File: src/rtl/seq_mult_param.sv
// seq_mult_param: parametrised shift-add multiplier with a valid/ack handshake.
// Signed operands are reduced to magnitudes. The unsigned product is built one
// multiplier bit per cycle. The sign is applied once, in FIX, so that a single
// unsigned datapath serves both modes.
module seq_mult_param #(
  parameter int WIDTH      = 32,
  parameter bit EARLY_EXIT = 1'b1
) (
  input  logic                 Clock,
  input  logic                 Reset,
  input  logic                 iValid_Data,
  input  logic                 iSigned,
  input  logic [WIDTH-1:0]     iData_A,
  input  logic [WIDTH-1:0]     iData_B,
  input  logic                 iAck,
  output logic                 oBusy,
  output logic                 oDone,
  output logic [2*WIDTH-1:0]   oProduct
);

  localparam int CW = $clog2(WIDTH);

  localparam logic [1:0] IDLE = 2'd0;
  localparam logic [1:0] CALC = 2'd1;
  localparam logic [1:0] FIX  = 2'd2;
  localparam logic [1:0] DONE = 2'd3;

  logic [1:0]         state_q,   state_d;
  logic [2*WIDTH-1:0] acc_q,     acc_d;
  logic [2*WIDTH-1:0] mcand_q,   mcand_d;
  logic [2*WIDTH-1:0] product_q, product_d;
  logic [WIDTH-1:0]   mreg_q,    mreg_d;
  logic [CW-1:0]      count_q,   count_d;
  logic               sign_q,    sign_d;

  logic [WIDTH-1:0]   magA;
  logic [WIDTH-1:0]   magB;
  logic [2*WIDTH-1:0] accSum;
  logic               lastIter;

  // Operand magnitudes, the conditional partial-product add and the loop-exit test
  always_comb begin
    magA     = (iSigned && iData_A[WIDTH-1]) ? -iData_A : iData_A;
    magB     = (iSigned && iData_B[WIDTH-1]) ? -iData_B : iData_B;
    accSum   = mreg_q[0] ? (acc_q + mcand_q) : acc_q;
    lastIter = (count_q == CW'(WIDTH - 1)) ||
               (EARLY_EXIT && (mreg_q[WIDTH-1:1] == '0));
  end

  // Control sequencing and datapath next-state; every register holds unless its state updates it
  always_comb begin
    state_d   = state_q;
    acc_d     = acc_q;
    mcand_d   = mcand_q;
    product_d = product_q;
    mreg_d    = mreg_q;
    count_d   = count_q;
    sign_d    = sign_q;
    case (state_q)
      IDLE: begin
        if (iValid_Data) begin
          mcand_d = {{WIDTH{1'b0}}, magA};
          mreg_d  = magB;
          acc_d   = '0;
          count_d = '0;
          sign_d  = iSigned & (iData_A[WIDTH-1] ^ iData_B[WIDTH-1]);
          state_d = CALC;
        end
      end
      CALC: begin
        acc_d   = accSum;
        mcand_d = mcand_q << 1;
        mreg_d  = mreg_q >> 1;
        count_d = count_q + CW'(1);
        if (lastIter) begin
          state_d = FIX;
        end
      end
      FIX: begin
        product_d = sign_q ? -acc_q : acc_q;
        state_d   = DONE;
      end
      DONE: begin
        if (iAck) begin
          state_d = IDLE;
        end
      end
      default: state_d = IDLE;
    endcase
  end

  // State and datapath registers; reset aborts any operation and clears the visible result
  always_ff @(posedge Clock or posedge Reset) begin
    if (Reset) begin
      state_q   <= IDLE;
      acc_q     <= '0;
      mcand_q   <= '0;
      product_q <= '0;
      mreg_q    <= '0;
      count_q   <= '0;
      sign_q    <= 1'b0;
    end else begin
      state_q   <= state_d;
      acc_q     <= acc_d;
      mcand_q   <= mcand_d;
      product_q <= product_d;
      mreg_q    <= mreg_d;
      count_q   <= count_d;
      sign_q    <= sign_d;
    end
  end

  // Status outputs decode straight from the state register
  always_comb begin
    oBusy    = (state_q == CALC) || (state_q == FIX);
    oDone    = (state_q == DONE);
    oProduct = product_q;
  end

endmodule

File: config.mk
export PLATFORM = sky130hd
export DESIGN_NAME = seq_mult_param
export DESIGN_NICKNAME = d
export VERILOG_FILES = /design/src/rtl/seq_mult_param.sv
export SDC_FILE = /design/constraint.sdc
export NUM_CORES = 1
export LEC_CHECK = 0
export BUFFER_PORTS_ARGS = -buffer_cell sky130_fd_sc_hd__buf_4
export CAP_MARGIN = 20
export CORE_MARGIN = 1
export CORE_UTILIZATION = 45
export CTS_BUF_LIST = sky130_fd_sc_hd__clkbuf_16
export CTS_CLUSTER_DIAMETER = 100
export DETAILED_ROUTE_END_ITERATION = 16
export SLEW_MARGIN = 20
export SYNTH_ARGS = -nofsm -noshare
export SYNTH_HDL_FRONTEND = slang
export SYNTH_SLANG_ARGS = --single-unit
File: constraint.sdc
create_clock -name Clock -period 11.6 [get_ports Clock]
set_input_delay 0.58 -clock Clock [delete_from_list [all_inputs] [get_ports Clock]]
set_output_delay 0.58 -clock Clock [all_outputs]
set_load 0.05 [all_outputs]
**Word level (Yosys, flattened, before mapping)**

Index checks and enable logic that the tools add are counted.

- Bits of input ports: 69
- Output and inout port bits: 66
- Register bits: 232

- $add $sub $neg: 5
- Bitwise logic cells: 2
- Multiplexer cells: 16
- Equality and inequality tests: 8
- Reduce and logical (&&, ||, !) cells: 11

Operator list:

| cell | number |
|---|---|
| $mux 64 | 4 |
| $pmux 64 s2 | 2 |
| $mux 32 | 3 |
| $add 64x64->64 | 1 |
| $neg 32->32 | 2 |
| $neg 64->64 | 1 |
| $pmux 32 s2 | 1 |
| $logic_not 31->1 | 1 |
| $pmux 5 s2 | 1 |
| $ne 2x2->1 const B | 4 |
| $pmux 2 s4 | 1 |
| $mux 2 | 3 |
| $reduce_and 3->1 | 2 |
| $add 5x1->5 const B | 1 |
| $eq 5x5->1 const B | 1 |
| $mux 5 | 1 |
| $eq 2x2->1 const B | 2 |
| $reduce_and 2->1 | 2 |
| $eq 2x1->1 const B | 1 |
| $logic_and 1x1->1 | 2 |
| $logic_not 2->1 | 1 |
| $logic_or 1x1->1 | 2 |
| $reduce_bool 2->1 | 1 |
| $and 1x1->1 | 1 |
| $xor 1x1->1 | 1 |

**Depth between registers and ports, before layout**

- Depth after elaboration: 4
- Mapped depth: 13

**Worst setup path after synthesis**

Ideal clock, no wire load.

- Path type: reg2reg
- Start point: register acc_q[15]
- End point: register acc_q[60]
- Clock period less this slack: 3.274 ns
- Setup time: 0.121 ns
- Setup slack: 8.326 ns
- Path buffers: 1
- Cell stages (with the launch flop): 13
- Arrival time: 3.153 ns
- Data required time: 11.479 ns
- Cells stage by stage: dfrtp_1 ha_1 buf_2 and4_1 o21ai_0 or4b_2 o21ai_0 a2111oi_0 nor4_1 a41oi_1 o21ai_2 a221oi_1 a22o_1

- Word-level cells in the longest chain between the ends: 3

RTL lines:

| what | RTL line | source |
|---|---|---|
| start: declaration | 29 | `logic [2*WIDTH-1:0] acc_q, acc_d;` |
| start signal: assignment | 96 | `acc_q <= '0;` |
| start signal: assignment | 104 | `acc_q <= acc_d;` |
| $add 64x64->64 | 45 | `accSum = mreg_q[0] ? (acc_q + mcand_q) : acc_q;` |
| $mux 64 | 45 |  |
| $pmux 64 s2 | 59 | `case (state_q)` |

No other way between the ends. The select of a mux whose other input is x is not followed.
A chain may end at the register's enable or synchronous reset.

**Final worst setup path**

- Start point: register mcand_q[7]
- End point: register acc_q[59]

- Word-level cells in the longest chain between the ends: 3

RTL lines:

| what | RTL line | source |
|---|---|---|
| start: declaration | 30 | `logic [2*WIDTH-1:0] mcand_q, mcand_d;` |
| start signal: assignment | 105 | `mcand_q <= mcand_d;` |
| $add 64x64->64 | 45 |  |
| $mux 64 | 45 |  |
| $pmux 64 s2 | 59 |  |

No other way between the ends. The select of a mux whose other input is x is not followed.

==> parameters.txt <==
Parameter                              Value

Flow run
  Max-cap violations    0

Synth
  Async set-reset flop share out of synthesis    100%
  Ys flop type    sky130_fd_sc_hd__dfrtp_1
  Summed instance area of the synthesized netlist    0.0152 sq mm
  YS warnings    0
  Synth top area cells    sky130_fd_sc_hd__dfrtp_1 (38%), sky130_fd_sc_hd__a21oi_1 (7.8%), sky130_fd_sc_hd__o21ai_0 (6.4%), sky130_fd_sc_hd__xor2_1 (6.3%), sky130_fd_sc_hd__ha_1 (6.0%)
  Fraction of post-synthesis cell area in the top cell type by area    38.2%
  Number of unique standard cell types used by synthesis    66
  #FFs+latches synth    232
  Instance count of the mapped netlist    about 1800
  Sequential area share after synthesis    around two fifths
  Synthesized netlist net count    1965
  Post-synth top area cell    sky130_fd_sc_hd__dfrtp_1
  Count of flip-flops with a built-in enable after synthesis    0
  Synthesized area per cell    8.34 sq um

Placement
  Quantity of I/O buffers inserted on ports    around 130
  Post-DP HPWL    30.6 mm
  Final Wtd Congestion    0.928

Clocking
  Total number of clock tree sinks    between 200 and 250
  Latest clock arrival within the worst-skew pair    530 ps
  CTS clk-pin slew, worst paths    roughly 60 ps
  TritonCTS buffer count    27
  Count of hold buffers inserted by post-cts repair    0
  Bufs on Longest Clock Path    3
  Post CTS Setup Buffer Count    0
  Clock root buffer master    sky130_fd_sc_hd__clkbuf_16
  Number of gates given a new drive strength after cts    0
  CTS H-Tree Depth    1
  Clock tree from TritonCTS    done

Drt
  Routed vias    13497
  Via density    5.73
  Final routed wire length divided by cell count    17.8 microns
  Number of nets with antenna violations after routing    0
  Overall routed net length    42.0 mm
  First-pass iteration count of the detailed router    5
  Count of routing violations after the opening detailed-route iteration    881
  DRC violation count after routing    0

Floorplan
  Die footprint    0.0345 sq mm
  Floorplan row count    66
  Width of the die    186 microns
  Std-Cell Core Area    0.0329 sq mm
  Starting density of the core    46.2%
  Die Y    186 microns
  Boundary pin count    135

Critical path
  CP Buf/Inv Count    0
  Required time at the worst-slack endpoint    12020 ps
  Arrival time reported for the critical path endpoint    4520 ps
  CP startpoint kind    flop
  Critical path endpoint category    flop
  Max Fanout on Critical Path    6
  Classification of the worst setup path    reg2reg
  Library cell contributing the largest single delay on the critical path    sky130_fd_sc_hd__a2111oi_0
  Setup slack of the most critical reg-to-reg path    approximately 7500 ps
  Cell type with the highest occurrence count on the critical path    sky130_fd_sc_hd__o21ai_0
  Critical-path cell list    ha_1, and4_1, nand3_1, a21oi_1, o21ai_0, a2111oi_0, o21ai_0, a211oi_1, o21ai_0, a21o_1, a32o_1
  Kind of cell with the highest combined delay on the critical path    compound AO/OA/AOI/OAI gates
  Delay of the slowest critical-path stage    between 900 and 1000 ps

Finish
  Most frequent cells in the layout    sky130_fd_sc_hd__a21oi_1 (236), sky130_fd_sc_hd__dfrtp_1 (231), sky130_fd_sc_hd__nand2_1 (212), sky130_fd_sc_hd__o21ai_0 (193), sky130_fd_sc_hd__nor2_1 (183)
  Final core utilization    52.9%
  Share of post-route cells with drive strength above 1    between 10% and 20%
  Number of nets in the layout    about 2000
  Synthesis-to-finish area growth    14.5%
  Ant. Diodes    0
  Leading cell type in the layout, fill and taps excluded    sky130_fd_sc_hd__a21oi_1

Worst hold path
  Class of the tightest hold or removal check    in2async

Timing
  Transition time at the pin with the least slew margin    1040 ps
  Post-route worst hold slack    183 ps
  Post-route setup TNS    0 ps
  Final Setup Violations    0
  Fmax    244 MHz
  Crit share post-route    35.4%
  Setup repair after global routing missed its margin    no
  Hold violation count in the final report    0
  Fin Clk Skew    roughly 19 ps
  Post-layout minimum cycle time    around 4100 ps
  Final max-slew violation count    0
  Worst relative slew slack    28.9%

Pwr
  Power density cells    273 mW/mm^2
  VDD IR-drop max    0.205 mV
  Leakage    7.74 nW

GRT
  Number of global-route vias before repair    between 10000 and 15000
  Antenna violations before repair    0
  Global-route congestion overflow total    0
  Total routing usage reported by global routing    approximately a quarter
  First-pass GRT wire length    about 69 mm
  Maximum number of pins on one net before global-route repair    113

Run status
  Result of the run    completed
[final cells by class]
| type | count | area, sq um |
|---|---|---|
| Multi-Input combinational cell | 1458 | 8950 |
| Sequential cell | 232 | 5810 |
| Clock inverter | 21 | 149 |
| Clock buffer | 27 | 676 |
| Inverter | 29 | 116 |
| Tap cell | 442 | 553 |
| Timing Repair Buffer | 148 | 1150 |
| Fill cell | 3196 | 15500 |
[power by group]
| part | internal, mW | total (mW) | leakage (nW) | switching (mW) |
|---|---|---|---|---|
| clock | 0.465 | 0.803 | 0.429 | 0.338 |
| sequential | 1.11 | 1.38 | 2.96 | 0.274 |
| combinational | 0.830 | 2.57 | 4.35 | 1.74 |
[stage by stage]
| step | power, mW | setup slack [ps] | cells | cell area [sq um] |
|---|---|---|---|---|
| after floorplan | 3.17 | 4660 | 1822 | 15200 |
| after global placement | 3.90 | 7780 | 2307 | 16500 |
| after detailed placement | 3.93 | 7640 | 2307 | 16500 |
| after CTS | 4.75 | 7610 | 2355 | 17300 |
| after global routing | 5.12 | 7250 | 2357 | 17400 |
| final | 4.76 | 7500 | 2357 | 17400 |
[cells by family (layout without fill, tap and decap cells)]
kind of cell,count (synthesis),count (layout),synth area share [%]
AOI/OAI and AO/OA,621,621,24.3
and+or+nand+nor,584,584,17.7
DFF,232,232,38.2
xor gates and xnor gates,169,169,9.74
buffers and inverters,132,225,3.27
adders and majority gates,74,74,6.14
muxes,10,10,0.675
[registers in the layout, indices dropped and copies added, names as in the netlist]
register	cells
sign_q	1
oProduct	64
mcand_q	64
mreg_q	32
acc_q	64
state_q	2
count_q	5
[Yosys cell counts (all sizes together), types with 4 or more instances]
cell type / number
a21o: 29
o41ai: 18
nor4: 23
clkbuf: 94
o31ai: 34
xor2: 109
xnor2: 60
o221ai: 4
o21a: 11
nand3: 20
nand2: 213
nand2b: 12
dfrtp: 232
and3: 9
or3: 20
a22o: 39
a31oi: 8
nor3: 23
nor2b: 13
a211o: 4
or2: 7
a21oi: 236
or4: 15
inv: 29
nand4: 24
o21ai: 197
mux2i: 8
buf: 9
a211oi: 5
a21boi: 4
ha: 73
and2: 9
and4: 4
o21bai: 9
nor2: 183
[worst paths after layout]
kind,cells past startpoint,startpoint,end
worst max-delay path,11,mcand_q[7]$_DFFE_PP0P_,acc_q[59]$_DFFE_PP0P_
max in group asynchronous,3,Reset,oProduct[36]$_DFFE_PP0P_
worst min register to register,2,sign_q$_DFFE_PP0P_,sign_q$_DFFE_PP0P_
min in group Clock,2,iData_A[0],mcand_q[0]$_DFFE_PP0P_
worst min-delay path,2,Reset,oProduct[8]$_DFFE_PP0P_
worst max register to register,11,mcand_q[7]$_DFFE_PP0P_,acc_q[59]$_DFFE_PP0P_
[layer usage]
layer  track usage (%)  share of wire, %  vias to the layer above
met5                 0                 0                        -
met4              5.44               1.6                        0
met3              2.23               4.8                       42
met2              38.1                43                      344
met1              37.5                51                     6424
li1                  -                 -                     6687
Power figures use the tool's default switching activity.
